**src/rtl/edge_stream.sv**
```systemverilog
// -----------------------------------------------------------------------------
// edge_stream
//
// Host-side terminal for one vertical edge of the core complex. Each of the
// LANES columns gets two independent FIFOs:
//   inbound  : host -> complex. Presented to the adjacent core row the way a
//              port writer would present a value (rready/data, consumed by read).
//   outbound : complex -> host. Accepts values the row writes the way a port
//              reader would (write/wdata, acknowledged by a one-cycle wready).
//
// Ports (all lane buses are packed [LANES-1:0], data buses [LANES-1:0][WIDTH-1:0])
//   clk, rst        : sole clock, synchronous active-high reset
//   hostInValid/Data: host offers a value toward the complex
//   hostInReady     : inbound FIFO not full
//   rready / data   : inbound FIFO not empty / inbound head (to up/down)
//   read            : complex consumes the inbound head
//   write / wdata   : complex holds a value for the host
//   wready          : one-cycle acceptance pulse back to the writer
//   hostOutValid/Data: outbound FIFO not empty / outbound head
//   hostOutRead     : host pops the outbound head
//
// Every output is a function of registered state only; there is no
// combinational path from any input to any output.
// -----------------------------------------------------------------------------
module edge_stream #(
    parameter int LANES = 4,
    parameter int WIDTH = 11,
    parameter int DEPTH = 4
) (
    input  logic                         clk,
    input  logic                         rst,
    input  logic [LANES-1:0]             hostInValid,
    input  logic [LANES-1:0][WIDTH-1:0]  hostInData,
    output logic [LANES-1:0]             hostInReady,
    output logic [LANES-1:0]             rready,
    output logic [LANES-1:0][WIDTH-1:0]  data,
    input  logic [LANES-1:0]             read,
    input  logic [LANES-1:0]             write,
    input  logic [LANES-1:0][WIDTH-1:0]  wdata,
    output logic [LANES-1:0]             wready,
    output logic [LANES-1:0]             hostOutValid,
    output logic [LANES-1:0][WIDTH-1:0]  hostOutData,
    input  logic [LANES-1:0]             hostOutRead
);

    localparam int AW = $clog2(DEPTH);
    // Pointers carry one extra wrap bit so full and empty are distinguishable.
    localparam int PW = AW + 1;

    genvar gi;
    generate
        for (gi = 0; gi < LANES; gi++) begin : g_lane

            // ---------------- inbound FIFO (host -> complex) ----------------
            logic [WIDTH-1:0] in_mem_q [DEPTH];
            logic [PW-1:0]    in_wr_q, in_wr_d;
            logic [PW-1:0]    in_rd_q, in_rd_d;
            logic             in_full, in_empty;
            logic             in_push, in_pop;

            assign in_full  = (in_wr_q[AW] != in_rd_q[AW]) &&
                              (in_wr_q[AW-1:0] == in_rd_q[AW-1:0]);
            assign in_empty = (in_wr_q == in_rd_q);

            // Push qualification uses the pre-pop full flag: a pop on a full
            // FIFO frees a slot only from the next cycle on.
            assign in_push = hostInValid[gi] && !in_full;
            assign in_pop  = read[gi] && !in_empty;

            always_comb begin
                in_wr_d = in_wr_q;
                in_rd_d = in_rd_q;
                if (in_push) in_wr_d = in_wr_q + PW'(1);
                if (in_pop)  in_rd_d = in_rd_q + PW'(1);
            end

            always_ff @(posedge clk) begin
                if (rst) begin
                    in_wr_q <= '0;
                    in_rd_q <= '0;
                    for (int j = 0; j < DEPTH; j++) begin
                        in_mem_q[j] <= '0;
                    end
                end else begin
                    in_wr_q <= in_wr_d;
                    in_rd_q <= in_rd_d;
                    if (in_push) begin
                        in_mem_q[in_wr_q[AW-1:0]] <= hostInData[gi];
                    end
                end
            end

            assign hostInReady[gi] = !in_full;
            assign rready[gi]      = !in_empty;
            assign data[gi]        = in_mem_q[in_rd_q[AW-1:0]];

            // ---------------- outbound FIFO (complex -> host) ---------------
            logic [WIDTH-1:0] out_mem_q [DEPTH];
            logic [PW-1:0]    out_wr_q, out_wr_d;
            logic [PW-1:0]    out_rd_q, out_rd_d;
            logic             out_full, out_empty;
            logic             out_cap, out_pop;
            logic             wready_q, wready_d;

            assign out_full  = (out_wr_q[AW] != out_rd_q[AW]) &&
                               (out_wr_q[AW-1:0] == out_rd_q[AW-1:0]);
            assign out_empty = (out_wr_q == out_rd_q);

            // The writer keeps write high during the acknowledge cycle; the
            // !wready_q term stops that stale request being captured twice.
            // Capture looks at the pre-pop full flag, so a host pop only lets
            // a blocked writer in on the following cycle.
            assign out_cap = write[gi] && !wready_q && !out_full;
            assign out_pop = hostOutRead[gi] && !out_empty;

            always_comb begin
                out_wr_d = out_wr_q;
                out_rd_d = out_rd_q;
                wready_d = out_cap;
                if (out_cap) out_wr_d = out_wr_q + PW'(1);
                if (out_pop) out_rd_d = out_rd_q + PW'(1);
            end

            always_ff @(posedge clk) begin
                if (rst) begin
                    out_wr_q <= '0;
                    out_rd_q <= '0;
                    wready_q <= 1'b0;
                    for (int j = 0; j < DEPTH; j++) begin
                        out_mem_q[j] <= '0;
                    end
                end else begin
                    out_wr_q <= out_wr_d;
                    out_rd_q <= out_rd_d;
                    wready_q <= wready_d;
                    if (out_cap) begin
                        out_mem_q[out_wr_q[AW-1:0]] <= wdata[gi];
                    end
                end
            end

            assign wready[gi]       = wready_q;
            assign hostOutValid[gi] = !out_empty;
            assign hostOutData[gi]  = out_mem_q[out_rd_q[AW-1:0]];
        end
    endgenerate

endmodule

```
**config.mk**
```make
export PLATFORM = sky130hd
export DESIGN_NAME = edge_stream
export DESIGN_NICKNAME = d
export VERILOG_FILES = /design/src/rtl/edge_stream.sv
export SDC_FILE = /design/constraint.sdc
export NUM_CORES = 1
export LEC_CHECK = 0
export CELL_PAD_IN_SITES_DETAIL_PLACEMENT = 1
export CELL_PAD_IN_SITES_GLOBAL_PLACEMENT = 1
export CORE_MARGIN = 2
export CORE_UTILIZATION = 47
export DETAILED_ROUTE_END_ITERATION = 7
export PLACE_DENSITY_LB_ADDON = 0.3
export SLEW_MARGIN = 20
export SYNTH_ARGS = -nofsm -noshare
export SYNTH_HDL_FRONTEND = slang
export SYNTH_SLANG_ARGS = --single-unit
```
**constraint.sdc**
```tcl
create_clock -name clk -period 2.8 [get_ports clk]
set_input_delay 0.56 -clock clk [delete_from_list [all_inputs] [get_ports clk]]
set_output_delay 0.56 -clock clk [all_outputs]
set_load 0.01 [all_outputs]
```
==> impl_metrics.yaml, run 1 <==
logic_synthesis:
  ys_seq_elements: 420
  synth_edf_count: 352
  ys_warn_count: 0
  ys_top_cells_by_count: "360 x nor2_1, 352 x edfxtp_1, 132 x nand2_1"
  yosysTopAreaCell: "edfxtp_1"
  synth_top_area_share_pct: 53.4
  synth_area_leaders: "edfxtp_1 53%, mux4_2 10%, dfxtp_1 6.9%"
  synth.distinct_cells: 42
  synthesis.nets: 1686
  ys.flop_type: "edfxtp_1"
  yosysSeqAreaShare_pct: 60.3
  post_synth.cell_area_avg_um2: 12.7
  ys_async_sr_fraction_pct: 0
  netlist_area_mm2: 0.0198
  netlist_instances: 1564
  yosys.cell_count.top_type: "nor2_1"
floorplanning:
  fp.dieH_um: 209
  start_util_pct: 47.4
  dieWidth_um: 209
  ios: 210
  die_area_mm2: 0.0438
  core_area_mm2: 0.0418
  core.rowCount: 75
flow_run:
  maxCapViolations: 0
power:
  irDropWorstVdd_mv: 0.574
  combPwrFrac_pct: 35.5
  powerDensity_mw_per_mm2: 968
  p_sw_mw: 7.92
  p_leak_nw: 8.80
  p_seq_share_pct: 39.2
  clockPowerShare_pct: 25.3
  swShare_pct: 33.5
  p_int_mw: 15.7
timing:
  slew_violations: 0
  clock_skew_ps: 9.05
  rsz0062_at_grt: "no"
  fin_crit_sh_pct: 97.6
  period_needed_ps: 2730
  setup_ws_ps: 67.6
  setup_viol: 0
  hold_viol_final: 0
  maxSlewHeadroom_pct: 32.3
  worst_slew_pin_slew_ps: 1010
  fmax_mhz: 366
placement:
  placed_cells: 2300
  port_buffers: 209
  place_ws_ps: 179
  gp_congestion: 0.759
  hpwl_mm: 33.7
clock_tree:
  cts.path.max_buffers: 3
  cts_tree: "yes"
  clock_latency_ps: 560
  hold_buffers: 0
  htree_levels: 2
  root_buffer: "clkbuf_16"
  cts_resized: 29
  path_clk_slew_ps: 60
  clock_sinks: 420
  cts_made_buffers: 45
  post_cts_buffers: 0
critical_path:
  r2r_start: "g_lane[1].out_wr_q[1]"
  r2r_slack_ps: 340
  cp.required_ps: 2240
  reg2reg_depth: 4
  end_kind: "output pin"
  cp.arrival_ps: 2170
  worst-path-max-fanout: 11
  max_stage_delay_ps: 560
  critPathLaunchType: "flip-flop"
  endpoint: "hostOutData[29]"
  path_class: "reg2out"
  crit_chain: "buf_6 -> mux4_2 -> clkdlybuf4s50_1"
  slowest_stage: "mux4_2"
  regToRegEndpoint: "g_lane[1].out_mem_q[3][1]"
finish:
  diodes: 0
  syn_to_final_growth_pct: 23.2
  nets: 1930
  drive_above_1_share_pct: 17.2
  fin_cells: 2384
grt:
  grt_max_degree: 23
  antenna_found_initial: 2
  grt.overflow.total: 0
  grt_first_pass_wirelength_mm: 82.0
  grt_pass1_vias: 14900
  grt_usage_pct: 23.9
routing:
  dr.pass1.iters: 5
  drtAntennaViolNets: 0
  routed_wl_mm: 51.9
  vias: 13600
  drc: 0
  drt_iter0_markers: 874
  wl_per_cell_um: 21.8
  avgViaCountPerCell: 5.69
outcome:
  status: "completed"
min_path:
  hold_class: "in2reg"
[state kept, by name, indices dropped and copies added, names as in the netlist, named ones only]
register and flops:
g_lane.out_wr_q 12, g_lane.wready_q 4, g_lane.out_rd_q 12, g_lane.in_rd_q 12, g_lane.out_mem_q 176, g_lane.in_wr_q 12, g_lane.in_mem_q 176
[layer usage]
metal | track usage (%) | share of wire, %
met4 | 6.95 | 2.3
met5 | 0 | 0.046
met3 | 4.64 | 5.1
met1 | 29.7 | 40
met2 | 42.4 | 52
[through the flow]
step	area, µm²	power, mW	TNS (ps)	utilization [%]	hold slack (ps)
3_5_place_dp	22700	17.4	0	54.3	548
6_report	24400	23.6	0	58.4	502
4_1_cts	24300	23.7	-24.9	58.2	473
2_1_floorplan	19800	13.7	0	-	519
3_3_place_gp	22700	17.2	0	54.3	537
5_1_grt	24400	24.7	0	58.4	526
[worst max-delay path: cells and delay by family (launching register included)]
kind | cells | cell delay, ps
mux | 1 | 560
buf+inv | 2 | 710
flops | 1 | 330
[cells in the final DEF, fill, tap and decap left out, drive strengths merged, types with 32 or more instances in the layout]
cell             n
mux4            88
nor2           360
dfxtp           68
o21ai           64
edfxtp         352
buf             96
clkbuf          63
nor2b           44
nand2          132
nand3           52
nand4           32
clkdlybuf4s50  206
nor3b           32
[worst min-delay path by stage]
stage	from	to	slack, ps	cells past startpoint
5_1_grt	rst	g_lane[1].wready_q	530	2
3_3_place_gp	g_lane[3].in_wr_q[2]	g_lane[3].in_wr_q[2]	540	2
4_1_cts	rst	g_lane[1].wready_q	470	2
3_5_place_dp	g_lane[3].in_wr_q[2]	g_lane[3].in_wr_q[2]	550	2
6_report	rst	g_lane[1].wready_q	500	2
2_1_floorplan	g_lane[3].in_wr_q[2]	g_lane[3].in_wr_q[2]	520	2
[power by group through the flow]
| stage | clock [mW] | combinational (mW) | sequential [mW] |
|---|---|---|---|
| after global routing | 6.32 | 8.98 | 9.42 |
| after CTS | 6.10 | 8.40 | 9.22 |
| final | 5.98 | 8.39 | 9.26 |
| after global placement | 0 | 8.02 | 9.15 |
| after floorplan | 0 | 5.21 | 8.53 |
| after detailed placement | 0 | 8.18 | 9.26 |
[cell type report]
class                      instances  area, µm²
clock buffer                      63       1250
clock inverter                    21        220
sequential                       420      12000
timing repair buffer             304       2860
inverter                          21       78.8
tap                              539        674
multi-input combinational       1016       7360
fill                            4165      17400
[logic make-up (layout without fill, tap and decap cells)]
kind of cell	count (synthesis)	in the layout	synth area share [%]
AND/OR/NAND/NOR	712	712	17.0
flip-flops	420	420	60.3
AO/OA/AOI/OAI	152	152	5.08
buffers and inverters	128	409	3.51
multiplexers	88	88	10.0
XOR/XNOR	48	48	3.11
adder cells (fa/ha/maj)	16	16	1.01
Power figures use the tool's default switching activity.
==> run 2, diff against run 1 <==
==> constraint.sdc (replaced) <==
create_clock -name clk -period 2.7 [get_ports clk]
set_input_delay 0.54 -clock clk [delete_from_list [all_inputs] [get_ports clk]]
set_output_delay 0.54 -clock clk [all_outputs]
set_load 0.01 [all_outputs]
==> run 2 against run 1 <==
  * Wire length grew 0.75%
  * Worst hold slack worse by 79 ps
  * Global-route usage grew 0.20 points
  * Critical path type unchanged
  * Register-to-register slack better by 30 ps
  * Critical path depth unchanged
  * Combinational power up 3.9%
  * Via count grew 0.27%
  * Clock skew grew 4.3 ps
  * Count of clock-buffer cells in the layout fell by 3
  * Design area grew 0.47%
==> impl_metrics.yaml, run 2 (synthesis results as in run 1) <==
finish:
  mostFrequentLayoutCell: "nor2_1"
  drive_above_1_share_pct: 18.4
  multi_input_area_mm2: 0.00736
  nets: 1956
  seq_area_mm2: 0.0120
  layout_common_cells: "360 x nor2_1, 352 x edfxtp_1, 145 x clkdlybuf4s50_1"
  fin_area_mm2: 0.0245
  nFillCells: 4166
  syn_to_final_growth_pct: 23.8
  reg_top3: "g_lane.in_mem_q: 176 flops, g_lane.out_mem_q: 176 flops"
  fin_cells: 2408
critical_path:
  r2r_start: "g_lane[1].out_wr_q[1]"
  worst-path-max-fanout: 11
  cp.arrival_ps: 2110
  cp.required_ps: 2160
  critPathLaunchType: "flip-flop"
  slowest_stage: "mux4_2"
  crit_chain: "buf_12 -> mux4_2 -> clkdlybuf4s50_1"
  crit_family: "buffers and inverters"
  max_stage_delay_ps: 510
  path_class: "reg2out"
  end_kind: "output pin"
  worst-path-buf-inv: 2
routing:
  vias: 13600
  dr.pass1.iters: 5
  routed_wl_mm: 52.3
  drc: 0
  avgViaCountPerCell: 5.65
  wl_per_cell_um: 21.7
  drtAntennaViolNets: 0
  drt_iter0_markers: 832
clock_tree:
  path_clk_slew_ps: 60
  cts_tree: "yes"
  htree_levels: 2
  root_buffer: "clkbuf_16"
  clock_sinks: 420
  clock_latency_ps: 570
  cts_made_buffers: 45
  cts.path.max_buffers: 3
  hold_buffers: 0
grt:
  grt_pass1_vias: 14900
  grt_usage_pct: 24.1
  grt.overflow.total: 0
  grt_max_degree: 30
  antenna_found_initial: 1
  grt_first_pass_wirelength_mm: 82.3
timing:
  fmax_mhz: 378
  tns_ps: 0
  clock_skew_ps: 13.4
  setup_ws_ps: 53.9
  period_needed_ps: 2650
  fin_crit_sh_pct: 98.0
  setup_viol: 0
  whs_ps: 423
  slew_violations: 0
  worst_slew_pin_slew_ps: 1050
  maxSlewHeadroom_pct: 29.5
  hold_viol_final: 0
floorplanning:
  core.rowCount: 75
  dieWidth_um: 209
  core_area_mm2: 0.0418
  start_util_pct: 47.4
  die_area_mm2: 0.0438
  ios: 210
  fp.dieH_um: 209
power:
  irDropWorstVdd_mv: 0.589
  powerDensity_mw_per_mm2: 980
  p_leak_nw: 9.23
outcome:
  status: "completed"
placement:
  port_buffers: 209
  place_ws_ps: 133
  placed_area_mm2: 0.0228
  placed_cells: 2310
  hpwl_mm: 35.0
  gp_congestion: 0.754
min_path:
  hold_class: "in2reg"
  hp-start: "rst"
flow_run:
  maxCapViolations: 0
[run 2: changes by cell type in the layout (fill, tap and decap cells not counted), moves of 3 or more]
cell and change:
buf_12 +7, dlygate4sd2_1 +44, bufinv_16 -4, buf_4 +24
buf_8 -3, clkinvlp_4 +3, dlymetal6s2s_1 +17, clkdlybuf4s50_1 -61
[run 2: power breakdown]
group / total (mW) / switching (mW) / internal [mW]
combinational: 8.72 / 4.58 / 4.13
sequential: 9.59 / 1.16 / 8.43
clock: 5.72 / 2.50 / 3.22
[run 2: repair_timing]
action / CTS / global route
buffers inserted: 2 / 14
cloned: 0 / 0
pin swaps: 0 / 2
resized for setup: 100 / 28
endpoints found under the setup margin: 97 / 34
[run 2: cell type report]
type,count,area share (%)
Multi-Input combinational cell,1016,30.0
Inverter,21,0.322
Tap cell,539,2.75
Sequential cell,420,48.8
Antenna cell,1,0.0102
Clock buffer,60,4.91
Clock inverter,21,0.526
Timing Repair Buffer,330,12.6
[run 2: layer usage]
metal,GRT usage [%],part of all wire (%),vias to the layer above
met3,4.04,4.5,64
met1,29.6,40,6941
li1,-,-,6287
met5,0,0,-
met4,6.63,1.8,0
met2,43.8,53,317
[run 2: final timing paths]
kind | end | slack [ps] | cells after the start
worst min-delay path | g_lane[0].in_rd_q[2] | 420 | 2
worst max-delay path | hostOutData[15] | 50 | 3
worst min register to register | g_lane[0].in_rd_q[2] | 560 | 2
worst max register to register | g_lane[1].out_mem_q[3][5] | 370 | 4
[run 2: through the flow]
stage | util (%) | power [mW]
finish | 58.7 | 24.0
global route | 58.7 | 25.2
CTS | 58.2 | 24.1
detailed placement | 54.5 | 18.3
global placement | 54.5 | 17.9
floorplan | - | 14.3
[run 2: worst register-to-register path: stages, from the launching register on]
cell and delay [ps]:
dfxtp_1 550, xor2_1 260, nor3_2 780, o31ai_1 260
buf_4 240
==> run 3, diff against run 2 <==
--- a/config.mk
+++ b/config.mk
@@ -5,6 +5,7 @@
 export SDC_FILE = /design/constraint.sdc
 export NUM_CORES = 1
 export LEC_CHECK = 0
+export ABC_CLOCK_PERIOD_IN_PS = 2700
 export CELL_PAD_IN_SITES_DETAIL_PLACEMENT = 1
 export CELL_PAD_IN_SITES_GLOBAL_PLACEMENT = 1
 export CORE_MARGIN = 2
==> results of run 3 <==
Final layout, timing and power as in run 2 (identical DEF).
